--- config.mk ---
export PLATFORM = sky130hd
export DESIGN_NAME = fir_tap_loader
export DESIGN_NICKNAME = d
export VERILOG_FILES = /design/src/rtl/fir_tap_loader_pkg.sv /design/src/rtl/fir_tap_loader_bank.sv /design/src/rtl/fir_tap_loader.sv
export SDC_FILE = /design/constraint.sdc
export NUM_CORES = 1
export LEC_CHECK = 0
export ABC_AREA = 0
export ABC_CLOCK_PERIOD_IN_PS = 3300
export CORE_MARGIN = 2
export CORE_UTILIZATION = 60
export DETAILED_ROUTE_END_ITERATION = 16
export PLACE_DENSITY = 0.81
export SYNTH_ARGS = -nofsm -noshare
export SYNTH_HDL_FRONTEND = slang
export SYNTH_SLANG_ARGS = --single-unit
--- constraint.sdc ---
create_clock -name i_clk -period 3.3 [get_ports i_clk]
set_input_delay 0.99 -clock i_clk [delete_from_list [all_inputs] [get_ports i_clk]]
set_output_delay 0.99 -clock i_clk [all_outputs]
set_load 0.02 [all_outputs]
--- src/rtl/fir_tap_loader_pkg.sv ---
// Shared types and width helpers for the FIR tap loader.
// Optional checksum support is enabled with FIR_TAPLOAD_CHECKSUM_EN.
package fir_tap_loader_pkg;

    typedef enum logic [1:0] {
        ST_IDLE   = 2'd0,
        ST_PRIME  = 2'd1,
        ST_STREAM = 2'd2,
        ST_DONE   = 2'd3
    } load_state_t;

    function automatic int tap_addr_w(input int ntaps);
        return (ntaps > 1) ? $clog2(ntaps) : 1;
    endfunction

    function automatic int cksum_w(input int tw, input int lgntaps);
        return tw + lgntaps;
    endfunction

endpackage

--- src/rtl/fir_tap_loader_bank.sv ---
// Shadow coefficient bank: one write port, one registered read port.
// Storage is not reset; only the read register clears, so idle reads present zero.
module fir_tap_bank
    import fir_tap_loader_pkg::*;
#(
    parameter int NTAPS   = 16,
    parameter int TW      = 12,
    parameter int LGNTAPS = tap_addr_w(NTAPS)
) (
    input  logic               i_clk,
    input  logic               i_reset,
    input  logic               i_we,
    input  logic [LGNTAPS-1:0] i_waddr,
    input  logic [TW-1:0]      i_wdata,
    input  logic               i_re,
    input  logic [LGNTAPS-1:0] i_raddr,
    output logic [TW-1:0]      o_rdata
);

    logic [TW-1:0] mem_r [NTAPS];
    logic [TW-1:0] rdata_r;

    // Coefficient storage write port
    always_ff @(posedge i_clk) begin
        if (i_we) begin
            mem_r[i_waddr] <= i_wdata;
        end
    end

    // Registered read; zero whenever no read is requested
    always_ff @(posedge i_clk or posedge i_reset) begin
        if (i_reset) begin
            rdata_r <= {TW{1'b0}};
        end else if (i_re) begin
            rdata_r <= mem_r[i_raddr];
        end else begin
            rdata_r <= {TW{1'b0}};
        end
    end

    assign o_rdata = rdata_r;

endmodule

--- src/rtl/fir_tap_loader.sv ---
// Streams a complete shadow tap bank into a fastfir-style tap shift-in port.
// Define FIR_TAPLOAD_CHECKSUM_EN to add the o_checksum port and accumulator.
module fir_tap_loader
    import fir_tap_loader_pkg::*;
#(
    parameter int NTAPS   = 16,
    parameter int TW      = 12,
    parameter int LGNTAPS = tap_addr_w(NTAPS)
) (
    input  logic               i_clk,
    input  logic               i_reset,
    input  logic               i_wr,
    input  logic [LGNTAPS-1:0] i_waddr,
    input  logic [TW-1:0]      i_wdata,
    input  logic               i_start,
    output logic               o_busy,
    output logic               o_done,
    output logic               o_tap_wr,
    output logic [TW-1:0]      o_tap
`ifdef FIR_TAPLOAD_CHECKSUM_EN
    ,
    output logic [cksum_w(TW, LGNTAPS)-1:0] o_checksum
`endif
);

    load_state_t        state_r;
    logic [LGNTAPS-1:0] raddr_r;
    logic               last_r;
    logic               busy_r;
    logic               done_r;
    logic               tap_wr_r;
    logic               we_s;
    logic               re_s;

    // Bank access gating: writes only in IDLE, reads while priming or streaming
    always_comb begin
        we_s = 1'b0;
        re_s = 1'b0;
        if (state_r == ST_IDLE) begin
            we_s = i_wr;
        end else if (state_r == ST_PRIME) begin
            re_s = 1'b1;
        end else if (state_r == ST_STREAM) begin
            re_s = ~last_r;
        end else begin
            re_s = 1'b0;
        end
    end

    fir_tap_bank #(
        .NTAPS   (NTAPS),
        .TW      (TW),
        .LGNTAPS (LGNTAPS)
    ) u_bank (
        .i_clk   (i_clk),
        .i_reset (i_reset),
        .i_we    (we_s),
        .i_waddr (i_waddr),
        .i_wdata (i_wdata),
        .i_re    (re_s),
        .i_raddr (raddr_r),
        .o_rdata (o_tap)
    );

    // Load sequencer; last_r marks that address 0 has been read and is on o_tap
    always_ff @(posedge i_clk or posedge i_reset) begin
        if (i_reset) begin
            state_r  <= ST_IDLE;
            raddr_r  <= {LGNTAPS{1'b0}};
            last_r   <= 1'b0;
            busy_r   <= 1'b0;
            done_r   <= 1'b0;
            tap_wr_r <= 1'b0;
        end else begin
            case (state_r)
                ST_IDLE: begin
                    done_r   <= 1'b0;
                    tap_wr_r <= 1'b0;
                    last_r   <= 1'b0;
                    if (i_start) begin
                        state_r <= ST_PRIME;
                        raddr_r <= LGNTAPS'(NTAPS - 1);
                        busy_r  <= 1'b1;
                    end else begin
                        busy_r  <= 1'b0;
                    end
                end
                ST_PRIME, ST_STREAM: begin
                    if (last_r) begin
                        state_r  <= ST_DONE;
                        tap_wr_r <= 1'b0;
                        done_r   <= 1'b1;
                        last_r   <= 1'b0;
                    end else begin
                        state_r  <= ST_STREAM;
                        tap_wr_r <= 1'b1;
                        if (raddr_r == {LGNTAPS{1'b0}}) begin
                            last_r <= 1'b1;
                        end else begin
                            raddr_r <= raddr_r - LGNTAPS'(1);
                        end
                    end
                end
                ST_DONE: begin
                    state_r <= ST_IDLE;
                    done_r  <= 1'b0;
                    busy_r  <= 1'b0;
                end
                default: begin
                    state_r  <= ST_IDLE;
                    raddr_r  <= {LGNTAPS{1'b0}};
                    last_r   <= 1'b0;
                    busy_r   <= 1'b0;
                    done_r   <= 1'b0;
                    tap_wr_r <= 1'b0;
                end
            endcase
        end
    end

    assign o_busy   = busy_r;
    assign o_done   = done_r;
    assign o_tap_wr = tap_wr_r;

`ifdef FIR_TAPLOAD_CHECKSUM_EN
    localparam int CKW = cksum_w(TW, LGNTAPS);
    logic [CKW-1:0] cksum_r;

    // Sum of every presented tap, sign-extended; cleared when a stream is accepted
    always_ff @(posedge i_clk or posedge i_reset) begin
        if (i_reset) begin
            cksum_r <= {CKW{1'b0}};
        end else if ((state_r == ST_IDLE) && i_start) begin
            cksum_r <= {CKW{1'b0}};
        end else if (state_r == ST_STREAM) begin
            cksum_r <= cksum_r + {{LGNTAPS{o_tap[TW-1]}}, o_tap};
        end else begin
            cksum_r <= cksum_r;
        end
    end

    assign o_checksum = cksum_r;
`endif

endmodule

==> results of run 1 <==
==> path summary, 6_finish.rpt <==
check	slack (ns)	from	endpoint	depth (start not counted)
max	0.85	o_done$_DFFE_PP0N_	o_done	1
min	0.49	o_tap_wr$_DFFE_PP0P_	o_tap_wr$_DFFE_PP0P_	2
max reg2reg	0.90	raddr_r[1]$_DFFE_PP0P_	raddr_r[1]$_DFFE_PP0P_	6
min reg2reg	0.49	o_tap_wr$_DFFE_PP0P_	o_tap_wr$_DFFE_PP0P_	2
max in group asynchronous	1.73	i_reset	u_bank.o_rdata[0]$_DFF_PP0_	3
min in group asynchronous	0.92	i_reset	u_bank.o_rdata[11]$_DFF_PP0_	2
==> per-layer routing <==
layer / part of all wire (%) / up-vias / track usage (%)
met4: 2.1 / 2 / 7.04
met2: 51 / 229 / 42.2
li1: - / 1761 / -
met1: 39 / 2163 / 36.1
met3: 7.9 / 43 / 4.83
met5: 0.12 / - / 0
==> area by class of cell <==
class / instances / share of cell area, %
sequential: 214 / 65.6
multi-input combinational: 154 / 20.2
clock buffer: 27 / 5.69
timing repair buffer: 59 / 5.61
tap: 180 / 2.34
clock inverter: 10 / 0.428
inverter: 5 / 0.195
==> cell families after synthesis <==
family,synth area share (%)
compound gates,1.49
simple gates,2.89
buf+inv,1.76
mux,17.5
fa+ha+maj,0.895
xor+xnor,0.209
flops,75.3
==> metrics by stage <==
step / std cells / setup WS [ns]
floorplan: 390 / 0.616
global placement: 612 / 0.513
detailed placement: 612 / 0.495
CTS: 649 / 0.830
global route: 649 / 0.782
finish: 649 / 0.852
==> power by group through the flow <==
| stage | Clock, mW | Sequential (mW) | Combinational, mW |
|---|---|---|---|
| 6_report | 2.10 | 3.26 | 1.90 |
| 5_1_grt | 2.23 | 3.28 | 2.03 |
| 4_1_cts | 2.13 | 3.27 | 1.90 |
| 3_5_place_dp | 0 | 3.32 | 1.87 |
| 3_3_place_gp | 0 | 3.31 | 1.81 |
| 2_1_floorplan | 0 | 3.26 | 1.37 |
==> flip-flops by register name, indices dropped and copies added, names as in the netlist <==
signal / cells
last_r: 1
o_busy: 1
o_done: 1
o_tap_wr: 1
raddr_r: 4
state_r: 2
u_bank.mem_r: 192
u_bank.o_rdata: 12
==> cell usage in the layout, fill, tap and decap left out, types with 2 or more instances in the layout <==
master | synthesis | layout
edfxtp_1 | 192 | 192
clkdlybuf4s50_1 | 0 | 34
mux4_1 | 30 | 30
mux2i_1 | 26 | 26
buf_4 | 3 | 24
clkbuf_16 | 0 | 21
dfrtp_1 | 22 | 20
mux4_2 | 18 | 18
nor2_1 | 15 | 15
nand2_1 | 13 | 13
o22ai_1 | 12 | 12
clkinv_1 | 1 | 8
nand2b_1 | 7 | 7
ha_1 | 6 | 6
clkbuf_1 | 3 | 6
o21ai_0 | 5 | 5
inv_1 | 4 | 4
nor3_2 | 0 | 4
nand4_1 | 3 | 3
clkinv_2 | 0 | 3
a21oi_1 | 2 | 2
nand3b_1 | 2 | 2
xor2_1 | 2 | 2
dfrtp_2 | 0 | 2
==> summary.md, run 1 <==
| Metric | Value |
|---|---|
| Synth Instances | 390 |
| Detailed router's first-iteration violation count | 524 |
| Clk pin slew, worst setup/hold paths | 0.06 ns |
| Max FO, Critical Path | 2 |
| Lkg Pwr | 3.37 nW |
| Area growth syn-to-layout | 14.9% |
| Setup Fix Bufs, Post-CTS | 0 |
| Largest net degree at the start of global routing | 30 |
| Die W | 122 µm |
| RSZ-0062 raised after global routing | no |
| Post-route cell area | 0.00964 mm² |
| Crit-path cells | clkdlybuf4s50_1 |
| Final Core Density | 70.0% |
| Clock Skew | 0.0118 ns |
| DR vias | 4198 |
| Fin nets | 481 |
| Die area | 0.0149 mm² |
| Crit path launch type | flop |
| GRT overflow | 0 |
| Area occupied by multi-input gates | 0.00195 mm² |
| Outcome | complete, no violations |
| Worst-Skew Late Latency | 0.49 ns |
| Clock Power Share | 29.0% |
| Setup tns final | 0 ns |
| Initial Utilization | 60.9% |
| DRC viols | 0 |
| Routed WL per cell | 28.4 µm |
| Post-DP HPWL | 10600 µm |
| Avg Cell Area, Syn | 21.5 µm² |
| Share of cells above drive strength 1 | 16.0% |
| Total clock sinks | 214 |
| Final Max Slew Viols | 0 |
| Seq cells post-synth | 214 |
| Comb power frac | 26.1% |
| Max VDD drop | 493 µV |
| First-pass GRT wire length | 26900 µm |
| Filler cells | 838 |
| Yosys top cell by area | edfxtp_1 |
| Port Buf Inserts | 34 |
| CTS buffer count | 21 |
| Synth top cells by count | 192 x edfxtp_1, 30 x mux4_1, 26 x mux2i_1 |
| Vias in the first global route | 4233 |
| Setup CP Type | reg2out |
| Slowest Stage Delay on Critical Path | 0.63 ns |
| WL final | 18400 µm |
| Antenna violations before repair | 1 |
| Synth top area cells | edfxtp_1 69%, mux4_1 9.4%, dfrtp_1 6.6% |
| Fmax | 408 MHz |
| Die H | 122 µm |
| Net Count, Synth | 416 |
| Post-route ant nets | 0 |
| Buf/Inv on CP | 1 |
| Cell Pwr Density | 753 mW/mm² |
| Placed cell area | 0.00905 mm² |
| Max Cap Viol | 0 |
| Cts repair resizes | 0 |
| Vias per inst | 6.47 |
| CTS root buf | clkbuf_16 |
| Top FF cell, synth | edfxtp_1 |
| CP top delay family | buffers and inverters |
| # setup viols final | 0 |
| Count leader, synth | edfxtp_1 |
| Sw Ratio | 28.9% |
| CTS Buffer Depth | 3 |
| Sequential power share | 44.9% |
| Post-layout min period | 2.45 ns |
| Yosys Warn Count | 0 |
| Hold Vio Cnt, Final | 0 |
| Core Box Area | 0.0138 mm² |
| Cell row count | 43 |
| CP max stage cell | clkdlybuf4s50_1 |
| Hold Slack | 0.492 ns |
| Hold crit path type | reg2reg |
| I/O pins | 35 |
| Number of synthesized flops with an enable pin | 192 |
| Synth Cell Area | 0.00839 mm² |
| Library cells used by synthesis | 32 |
| Ys async rst share | 10.3% |
| Worst slew margin | 46.9% |
| Total power | 7.26 mW |
| Diode count | 0 |
| H-tree depth | 1 |
| Final Cycle Share | 74.2% |
| Register Area | 0.00632 mm² |
| Critical Path RT | 2.31 ns |
| Synth top area share | 68.7% |
| CP arrival | 1.46 ns |
| Worst setup EP type | primary output |
| Slew @ Worst Pin | 0.792 ns |
| Post-synthesis sequential area ratio | 75.3% |
| Switching power | 2.10 mW |
| Post-CTS Hold Fix Bufs | 0 |
| Drt pass-1 iters | 6 |
| CTS tree | built |
| Routability Congestion | 0.794 |
| P_int | 5.16 mW |
| GRT Util Overall | 25.7% |
No activity file was read; power rests on OpenSTA's default activity.
==> inputs of run 2 (changes only) <==
--- a/config.mk
+++ b/config.mk
@@ -6,11 +6,11 @@
 export NUM_CORES = 1
 export LEC_CHECK = 0
 export ABC_AREA = 0
-export ABC_CLOCK_PERIOD_IN_PS = 3300
+export ABC_CLOCK_PERIOD_IN_PS = 2100
 export CORE_MARGIN = 2
-export CORE_UTILIZATION = 60
+export CORE_UTILIZATION = 54
 export DETAILED_ROUTE_END_ITERATION = 16
-export PLACE_DENSITY = 0.81
+export PLACE_DENSITY = 0.77
 export SYNTH_ARGS = -nofsm -noshare
 export SYNTH_HDL_FRONTEND = slang
 export SYNTH_SLANG_ARGS = --single-unit
==> constraint.sdc (replaced) <==
create_clock -name i_clk -period 2.1 [get_ports i_clk]
set_input_delay 0.63 -clock i_clk [delete_from_list [all_inputs] [get_ports i_clk]]
set_output_delay 0.63 -clock i_clk [all_outputs]
set_load 0.02 [all_outputs]
==> run 2 against run 1 <==
Effect of this change:
- hold slack lost 0.0060 ns
- clock skew is essentially flat
- cell count grew 4.9%
- register-to-register slack lost 0.77 ns
- global-route usage shrank 3.6 points
- count of clock-buffer cells in the layout is the same
- sequential share of layout area shrank 2.1 points
==> summary.md, run 2 (synthesis results as in run 1) <==
| Metric | Value |
|---|---|
| Cell count of the worst reg-to-reg path | 6 |
| Die H | 129 µm |
| CP top delay family | buffers and inverters |
| Register Area | 0.00632 mm² |
| Max FFs per register | 192 |
| Max Cap Viol | 0 |
| Filler cells | 975 |
| Initial Utilization | 55.2% |
| Reg-to-reg critical path endpoint | u_bank.mem_r[1][2]$_DFFE_PP_ |
| RSZ-0062 raised after global routing | no |
| Switching power | 3.37 mW |
| Share of cells above drive strength 1 | 20.9% |
| Slowest Stage Delay on Critical Path | 0.61 ns |
| Outcome | complete, no violations |
| Final Cycle Share | 98.4% |
| Max VDD drop | 700 µV |
| Sw Ratio | 28.3% |
| WL final | 17500 µm |
| Total power | 11.9 mW |
| Die area | 0.0165 mm² |
| CTS buffer count | 21 |
| Vias per inst | 6.21 |
| First-pass GRT wire length | 26500 µm |
| Worst slew margin | 58.0% |
| Core Box Area | 0.0152 mm² |
| Antenna violations before repair | 0 |
| Hold Vio Cnt, Final | 0 |
| Hold crit path type | in2async |
| Max FO, Critical Path | 1 |
| Routability Congestion | 0.787 |
| Cell Pwr Density | 1190 mW/mm² |
| Pre-CTS setup slack | -0.224 ns |
| Most common cell after layout, fill and taps aside | edfxtp_1 |
| DR vias | 4229 |
| Total clock sinks | 214 |
| H-tree depth | 1 |
| Port Buf Inserts | 34 |
| Post-layout min period | 2.07 ns |
| Clock Power Share | 30.6% |
| Diode count | 0 |
| Buf/Inv on CP | 1 |
| Setup CP Type | reg2out |
| RR Startpoint | state_r[1]$_DFFE_PP0P_ |
| Die W | 129 µm |
| CTS tree | built |
| Post-CTS Hold Fix Bufs | 0 |
| Drt pass-1 iters | 5 |
| GRT overflow | 0 |
| Final Max Slew Viols | 0 |
| Worst-Skew Late Latency | 0.50 ns |
| Area occupied by multi-input gates | 0.00195 mm² |
| GRT Util Overall | 22.1% |
| I/O pins | 35 |
| Reg with most FFs | u_bank.mem_r |
| Detailed router's first-iteration violation count | 374 |
| Cell row count | 45 |
| Comb power frac | 27.5% |
| # setup viols final | 0 |
| Reg2Reg Setup Slack | 0.13 ns |
| Hold Slack | 0.486 ns |
| Most frequent cells in the layout | 192 x edfxtp_1, 43 x buf_4, 30 x mux4_1 |
| Post-DP HPWL | 10900 µm |
| Clock Skew | 0.0114 ns |
| Fin nets | 504 |
| Routed WL per cell | 25.6 µm |
| Sequential power share | 41.9% |
| P_int | 8.52 mW |
| Fmax | 484 MHz |
| CP arrival | 1.44 ns |
| Area growth syn-to-layout | 18.7% |
| Crit-path cells | clkdlybuf4s50_1 |
| Vias in the first global route | 4413 |
| Post-route ant nets | 0 |
| Setup tns final | 0 ns |
| Clk pin slew, worst setup/hold paths | 0.06 ns |
| Final setup margin | 0.0343 ns |
| Final Core Density | 65.5% |
| Lkg Pwr | 3.61 nW |
| Worst setup EP type | primary output |
| Slew @ Worst Pin | 0.628 ns |
| CTS Buffer Depth | 3 |
| Crit path launch type | flop |
| DRC viols | 0 |
| Critical Path RT | 1.47 ns |
| CTS root buf | clkbuf_16 |
| Largest net degree at the start of global routing | 39 |
| CP max stage cell | clkdlybuf4s50_1 |
run 2: cell types whose count changed in the layout (fill, tap and decap cells not counted):
cell and delta:
clkdlybuf4s50_1 -5, bufinv_16 +2, clkinv_1 -5, buf_4 +19
buf_12 +4, dfrtp_1 +1, dfrtp_2 -1, inv_6 +2
clkinvlp_4 +1, dlymetal6s2s_1 +5, clkinv_4 +1
run 2: per-stage QoR:
step	instances	cell area (µm²)
after CTS	681	9940
final	681	9960
after floorplan	390	8410
after global routing	681	9960
after global placement	643	9280
after detailed placement	643	9280
run 2: layer usage:
metal	wire length (µm)	part of all wire, %	GRT usage [%]
met5	0	0	0
met4	431	2.5	6.52
met3	1190	6.8	3.99
met2	8550	49	35.9
met1	7280	42	31.3
run 2: what timing repair did:
item | in CTS | in global routing
setup endpoints to repair | 0 | 5
resized for setup | 0 | 5
hold endpoints to repair | 0 | 0
buffers inserted | 0 | 0
run 2: power groups by stage:
stage / sequential (mW) / clock [mW] / combinational (mW)
3_5_place_dp: 5.07 / 0 / 3.27
3_3_place_gp: 5.07 / 0 / 3.19
2_1_floorplan: 5.13 / 0 / 2.16
4_1_cts: 4.99 / 3.69 / 3.30
5_1_grt: 5.01 / 3.85 / 3.50
6_report: 4.99 / 3.63 / 3.27
run 2: tightest hold or removal path, delay by kind of cell:
kind                   cells  cell delay (ns)
buffers and inverters      3             0.76
run 2: how the worst max path moves through the flow:
stage	slack [ns]	to	startpoint	depth (start not counted)
floorplan	0.01	u_bank.mem_r[1][0]$_DFFE_PP_	state_r[0]$_DFFE_PP0P_	5
global placement	-0.15	u_bank.mem_r[1][3]$_DFFE_PP_	i_wr	5
detailed placement	-0.22	u_bank.mem_r[1][3]$_DFFE_PP_	i_waddr[2]	4
CTS	0.007	o_tap_wr	o_tap_wr$_DFFE_PP0P_	1
global route	0.002	o_tap[11]	u_bank.o_rdata[11]$_DFF_PP0_	1
finish	0.03	o_tap[11]	u_bank.o_rdata[11]$_DFF_PP0_	1
run 2: layout make-up:
cell class | instances | share of cell area, %
inverters | 5 | 0.188
flip-flops and latches | 214 | 63.4
multi-input cells | 154 | 19.5
clock inverters | 11 | 1.17
clock buffers | 27 | 5.50
repair buffers | 82 | 7.79
well taps | 188 | 2.36
